$ cat config.mk
export PLATFORM = sky130hd
export DESIGN_NAME = mem_stage_ctrl
export DESIGN_NICKNAME = d
export VERILOG_FILES = /design/src/rtl/mem_stage_ctrl.sv
export SDC_FILE = /design/constraint.sdc
export NUM_CORES = 1
export LEC_CHECK = 0
export ABC_AREA = 1
export ABC_CLOCK_PERIOD_IN_PS = 2200
export CELL_PAD_IN_SITES_DETAIL_PLACEMENT = 1
export CELL_PAD_IN_SITES_GLOBAL_PLACEMENT = 1
export CORE_ASPECT_RATIO = 0.6
export CORE_MARGIN = 2
export CORE_UTILIZATION = 30
export DETAILED_ROUTE_END_ITERATION = 10
export PLACE_DENSITY_LB_ADDON = 0.25
export SYNTH_ARGS = -nofsm -noshare
export SYNTH_HDL_FRONTEND = slang
export SYNTH_SLANG_ARGS = --single-unit
export TNS_END_PERCENT = 1
$ cat constraint.sdc
create_clock -name Clk -period 2.2 [get_ports Clk]
set_input_delay 0.44 -clock Clk [delete_from_list [all_inputs] [get_ports Clk]]
set_output_delay 0.44 -clock Clk [all_outputs]
set_load 0.1 [all_outputs]
$ cat src/rtl/mem_stage_ctrl.sv
// MEM stage of the pipelined CPU: branch/jump resolution, data-memory req/ack sequencing, MEM/WB register.
// Latency: redirect and dm_req are combinational; MEM/WB updates on the falling edge; a memory op costs N stall cycles for an ack after N cycles (max MAX_WAIT+1).
// Backpressure: Stall freezes IF..EX/MEM while a request waits for dm_ack; a timeout drops the op through a one-cycle ERR state.
//
// Ports:
//   Clk, Clrn                      falling-edge clock, async active-low reset
//   MEM_*                          EX/MEM register contents (targets, store data, ALU result, controls, flags)
//   MEM_PCSrc, MEM_NextPC          redirect to fetch / EX/MEM flush
//   Stall                          pipeline freeze
//   dm_req/we/addr/wdata/ack/rdata data-memory handshake
//   WB_*                           MEM/WB register outputs
//   MemErr                         sticky timeout / misalignment flag
module mem_stage_ctrl #(
    parameter int MAX_WAIT = 15
) (
    input  logic        Clk,
    input  logic        Clrn,
    input  logic [31:0] MEM_Btarg,
    input  logic [31:0] MEM_Jtarg,
    input  logic [31:0] MEM_busB,
    input  logic [31:0] MEM_ALUout,
    input  logic [4:0]  MEM_Rw,
    input  logic        MEM_Zero,
    input  logic        MEM_Overflow,
    input  logic        MEM_RegWr,
    input  logic        MEM_MemtoReg,
    input  logic        MEM_MemWr,
    input  logic        MEM_Branch,
    input  logic        MEM_Jump,
    output logic        MEM_PCSrc,
    output logic [31:0] MEM_NextPC,
    output logic        Stall,
    output logic        dm_req,
    output logic        dm_we,
    output logic [31:0] dm_addr,
    output logic [31:0] dm_wdata,
    input  logic        dm_ack,
    input  logic [31:0] dm_rdata,
    output logic [31:0] WB_Dout,
    output logic [31:0] WB_ALUout,
    output logic [4:0]  WB_Rw,
    output logic        WB_RegWr,
    output logic        WB_MemtoReg,
    output logic        MemErr
);

    typedef enum logic [1:0] {
        S_IDLE = 2'd0,
        S_WAIT = 2'd1,
        S_ERR  = 2'd2
    } state_t;

    localparam logic [7:0] MAX_WAIT_C = 8'(MAX_WAIT);

    state_t      state_q, state_d;
    logic [7:0]  cnt_q, cnt_d;

    // Request fields frozen on entry to WAIT so the memory sees a stable
    // request even if the upstream register were to glitch.
    logic        req_we_q;
    logic [31:0] req_addr_q;
    logic [31:0] req_wdata_q;

    logic [31:0] wb_dout_q;
    logic [31:0] wb_alu_q;
    logic [4:0]  wb_rw_q;
    logic        wb_regwr_q;
    logic        wb_memtoreg_q;
    logic        mem_err_q;

    logic        mem_cand;
    logic        aligned;
    logic        memop;
    logic        misaligned;
    logic        stall_c;
    logic        req_c;
    logic        complete_c;
    logic        err_c;
    logic        we_eff;

    assign mem_cand   = MEM_MemWr | MEM_MemtoReg;
    assign aligned    = (MEM_ALUout[1:0] == 2'b00);
    assign memop      = mem_cand & ~MEM_Overflow & aligned;
    assign misaligned = mem_cand & ~MEM_Overflow & ~aligned;

    // Branch/jump resolution; never gated by Stall since a branch and a
    // memory op cannot share an instruction.
    assign MEM_PCSrc  = (MEM_Branch & MEM_Zero) | MEM_Jump;
    assign MEM_NextPC = MEM_Jump ? MEM_Jtarg : MEM_Btarg;

    always_comb begin
        state_d    = state_q;
        cnt_d      = cnt_q;
        stall_c    = 1'b0;
        req_c      = 1'b0;
        complete_c = 1'b0;
        err_c      = 1'b0;
        unique case (state_q)
            S_IDLE: begin
                req_c = memop;
                err_c = misaligned;
                if (memop) begin
                    if (dm_ack) begin
                        complete_c = 1'b1;
                    end else begin
                        stall_c = 1'b1;
                        state_d = S_WAIT;
                        cnt_d   = 8'd0;
                    end
                end
            end
            S_WAIT: begin
                req_c = 1'b1;
                if (dm_ack) begin
                    complete_c = 1'b1;
                    state_d    = S_IDLE;
                end else begin
                    stall_c = 1'b1;
                    cnt_d   = cnt_q + 8'd1;
                    if (cnt_d == MAX_WAIT_C) begin
                        state_d = S_ERR;
                    end
                end
            end
            S_ERR: begin
                // Stall released here so the timed-out op leaves as a bubble.
                err_c   = 1'b1;
                state_d = S_IDLE;
            end
            default: begin
                state_d = S_IDLE;
            end
        endcase
    end

    assign we_eff   = (state_q == S_WAIT) ? req_we_q    : MEM_MemWr;
    assign dm_we    = we_eff;
    assign dm_addr  = (state_q == S_WAIT) ? req_addr_q  : MEM_ALUout;
    assign dm_wdata = (state_q == S_WAIT) ? req_wdata_q : MEM_busB;
    // Reset kills the request combinationally, even mid-WAIT.
    assign dm_req   = req_c & Clrn;
    assign Stall    = stall_c;

    always_ff @(negedge Clk or negedge Clrn) begin
        if (!Clrn) begin
            state_q       <= S_IDLE;
            cnt_q         <= 8'd0;
            req_we_q      <= 1'b0;
            req_addr_q    <= 32'd0;
            req_wdata_q   <= 32'd0;
            wb_dout_q     <= 32'd0;
            wb_alu_q      <= 32'd0;
            wb_rw_q       <= 5'd0;
            wb_regwr_q    <= 1'b0;
            wb_memtoreg_q <= 1'b0;
            mem_err_q     <= 1'b0;
        end else begin
            state_q <= state_d;
            cnt_q   <= cnt_d;
            if (state_q == S_IDLE) begin
                req_we_q    <= MEM_MemWr;
                req_addr_q  <= MEM_ALUout;
                req_wdata_q <= MEM_busB;
            end
            if (err_c) begin
                mem_err_q <= 1'b1;
            end
            if (complete_c && !we_eff) begin
                wb_dout_q <= dm_rdata;
            end
            if (stall_c) begin
                wb_regwr_q    <= 1'b0;
                wb_memtoreg_q <= 1'b0;
            end else begin
                wb_alu_q      <= MEM_ALUout;
                wb_rw_q       <= MEM_Rw;
                wb_memtoreg_q <= MEM_MemtoReg;
                wb_regwr_q    <= MEM_RegWr & ~MEM_Overflow & ~err_c;
            end
        end
    end

    assign WB_Dout     = wb_dout_q;
    assign WB_ALUout   = wb_alu_q;
    assign WB_Rw       = wb_rw_q;
    assign WB_RegWr    = wb_regwr_q;
    assign WB_MemtoReg = wb_memtoreg_q;
    assign MemErr      = mem_err_q;

endmodule
==> flow_summary.ini <==
[cts]
clock_latency_ns = 0.41
cts_sinks = 147
numCtsBuffers = 17
clk_pin_slew_ns = 0.04
max-clock-path-buffers = 2
root_buffer = clkbuf_16
h-tree-depth = 4
cts_tree = done

[logic_synthesis]
async_reset_ff_share_pct = 100
synthTopCellsByCount = 390 x nand2_1, 147 x dfrtn_1, 138 x o21ai_0, 81 x inv_1, 79 x nand3_1
yosysWarnings = 0
synthTopCellsByArea = dfrtn_1 53%, nand2_1 21%, o21ai_0 9.9%
yosysMostFrequentCell = nand2_1
synth_top_area_cell = dfrtn_1
avgSynthCellArea_um2 = 7.60
ys.flop_type = dfrtn_1
syn_area_um2 = 7000
postSynthCellCount = 921
syn_nets = 1098
yosysUniqueCellTypes = 23
synth-seq-cells = 147
synth_top_area_share_pct = 52.6
ys_seq_area_share_pct = 52.6
synth-edff-count = 0

[timing]
tightest_slew_ns = 0.682
finalHoldViolCount = 0
rsz0062_at_grt = true
slew_violations = 0
worst_slack_ns = -1.06
setup_viol_count_final = 215
final.setup_skew_ns = 0.0104
slew_headroom_pct = 54.5

[run_status]
violations = setup timing
status = complete, but fails checks

[power]
total_leakage_power_nw = 6.94
power_density_nw_per_um2 = 898
ir_drop_mv = 0.539
finalPower_w = 0.0128

[placed_design]
portBuffers = 346
pre_cts_ws_ns = -1.07
routabilityCongestion = 0.806
dpl.hpwl_um = 24200

[routing]
drtAntennaViolNets = 0
vias = 7885
routed_via_density = 4.87
first_pass_iters = 4
drt_wl_total_um = 33600
wl_per_cell_um = 20.7
route.detailed.drc = 0
first_iter_violations = 385

[worst_hold_path]
min_path_type = reg2reg
whs_path_depth = 2

[job]
drv_cap = 0

[global_route]
overflow = 0
grt_pass1_vias = 8401
antenna_found_initial = 2
grt_max_degree = 70
grt_usage_pct = 25.5
grt_pass1_wl_um = 48000

[floorplanning]
core_area_um2 = 23000
fp-row-count = 43
io_pins = 347
fp.dieH_um = 122
start_util_pct = 30.4
dieWidth_um = 201
die_area_um2 = 24600

[final_layout]
area_growth_pct = 103
multi_input_area_um2 = 3230
fin_nets = 1468
regArea_um2 = 3680
num_antenna_cells = 0
drive_gt1_share_pct = 27.8
fill_cells = 2527

[critical_path]
critPathCaptureType = primary output
criticalPathCategory = reg2out
reg2regPathDepth = 6
crit_path_max_fanout = 15
critPathLaunchType = flop
crit_required_ns = 1.76
crit_arrival_ns = 2.82
==> logic make-up (layout without fill, tap and decap cells) <==
group / after synthesis / in the layout / synth area share, %
flops: 147 / 147 / 52.6
simple gates: 486 / 487 / 27.9
compound gates: 146 / 146 / 10.6
buf+inv: 140 / 522 / 8.54
fa+ha+maj: 2 / 2 / 0.357
==> final timing paths <==
path | start | endpoint | slack (ns)
max in group asynchronous | Clrn | WB_Dout[27] | 0.82
min in group asynchronous | Clrn | req_addr_q[28] | 0.89
worst min-delay path | WB_Dout[13] | WB_Dout[13] | 0.48
worst max register to register | state_q[0] | req_we_q | 0.06
worst min register to register | WB_Dout[13] | WB_Dout[13] | 0.48
worst max-delay path | state_q[0] | dm_addr[15] | -1.06
==> metal layers <==
| metal | vias to the layer above | wire length [um] | GRT usage [%] |
|---|---|---|---|
| li1 | 3637 | - | - |
| met1 | 3926 | 13300 | 30.8 |
| met2 | 276 | 17000 | 43.9 |
| met3 | 42 | 2580 | 8.63 |
| met4 | 4 | 624 | 6.99 |
| met5 | - | 25 | 0 |
==> per-stage QoR <==
stage | hold WS, ns | util, % | instance area (um^2) | cells | TNS [ns]
6_report | 0.483 | 61.7 | 14200 | 1619 | -109.98
2_1_floorplan | 0.470 | - | 7270 | 921 | -126.35
3_3_place_gp | 0.478 | 57.2 | 13200 | 1575 | -118.96
3_5_place_dp | 0.484 | 57.2 | 13200 | 1575 | -132.08
4_1_cts | 0.485 | 60.0 | 13800 | 1607 | -122.60
5_1_grt | 0.511 | 61.7 | 14200 | 1619 | -120.62
==> worst max-delay path: stages (launching register included) <==
cell and delay [ns]:
dfrtn_1 0.43, buf_12 0.13, nand2_4 0.13, buf_16 0.19, o21ai_2 0.22, buf_12 0.21
==> where the power goes <==
group	internal (W)	switching [W]	leakage, nW	total, W
Clock	0.00185	0.00125	0.289	0.00310
Sequential	0.00311	0.000363	1.77	0.00347
Combinational	0.00215	0.00404	4.88	0.00618
Total	0.00711	0.00565	6.94	0.0128
==> cells in the final DEF, fill, tap and decap left out, types with 3 or more instances in the layout <==
cell             count
buf_12             189
inv_2                3
buf_16               3
nor2_4               3
nand2_1            378
o21ai_1              7
clkbuf_16           21
dfrtn_1            147
clkdlybuf4s50_1    167
nor2_1               9
o21ai_2             44
nand2_2             13
nand3_1             76
clkinv_2             3
clkinvlp_4           4
clkbuf_2             4
inv_1               80
buf_4               31
nand3_2              3
bufinv_16            3
o21ai_0             67
o21ai_4             22
buf_6                8
==> cell type report <==
cell class | count | area share [%]
timing repair buffer | 407 | 42.2
sequential | 147 | 25.9
multi-input combinational | 635 | 22.7
clock buffer | 20 | 3.21
tap | 315 | 2.77
inverter | 83 | 2.19
clock inverter | 12 | 1.07
==> registers in the layout (all words and copies together), names as in the netlist <==
| name | flops |
|---|---|
| state_q | 2 |
| MemErr | 1 |
| req_addr_q | 32 |
| WB_RegWr | 1 |
| req_wdata_q | 32 |
| cnt_q | 8 |
| WB_ALUout | 32 |
| req_we_q | 1 |
| WB_MemtoReg | 1 |
| WB_Dout | 32 |
| WB_Rw | 5 |
==> timing repair <==
item                       in CTS  in global routing
setup endpoints to repair     226                229
gates resized for setup        21                 52
gates cloned                    0                  8
setup buffers                   0                  4
hold buffers                    0                  0
pin swaps                       1                  3
Note: power is estimated with default switching activity, not from simulation.
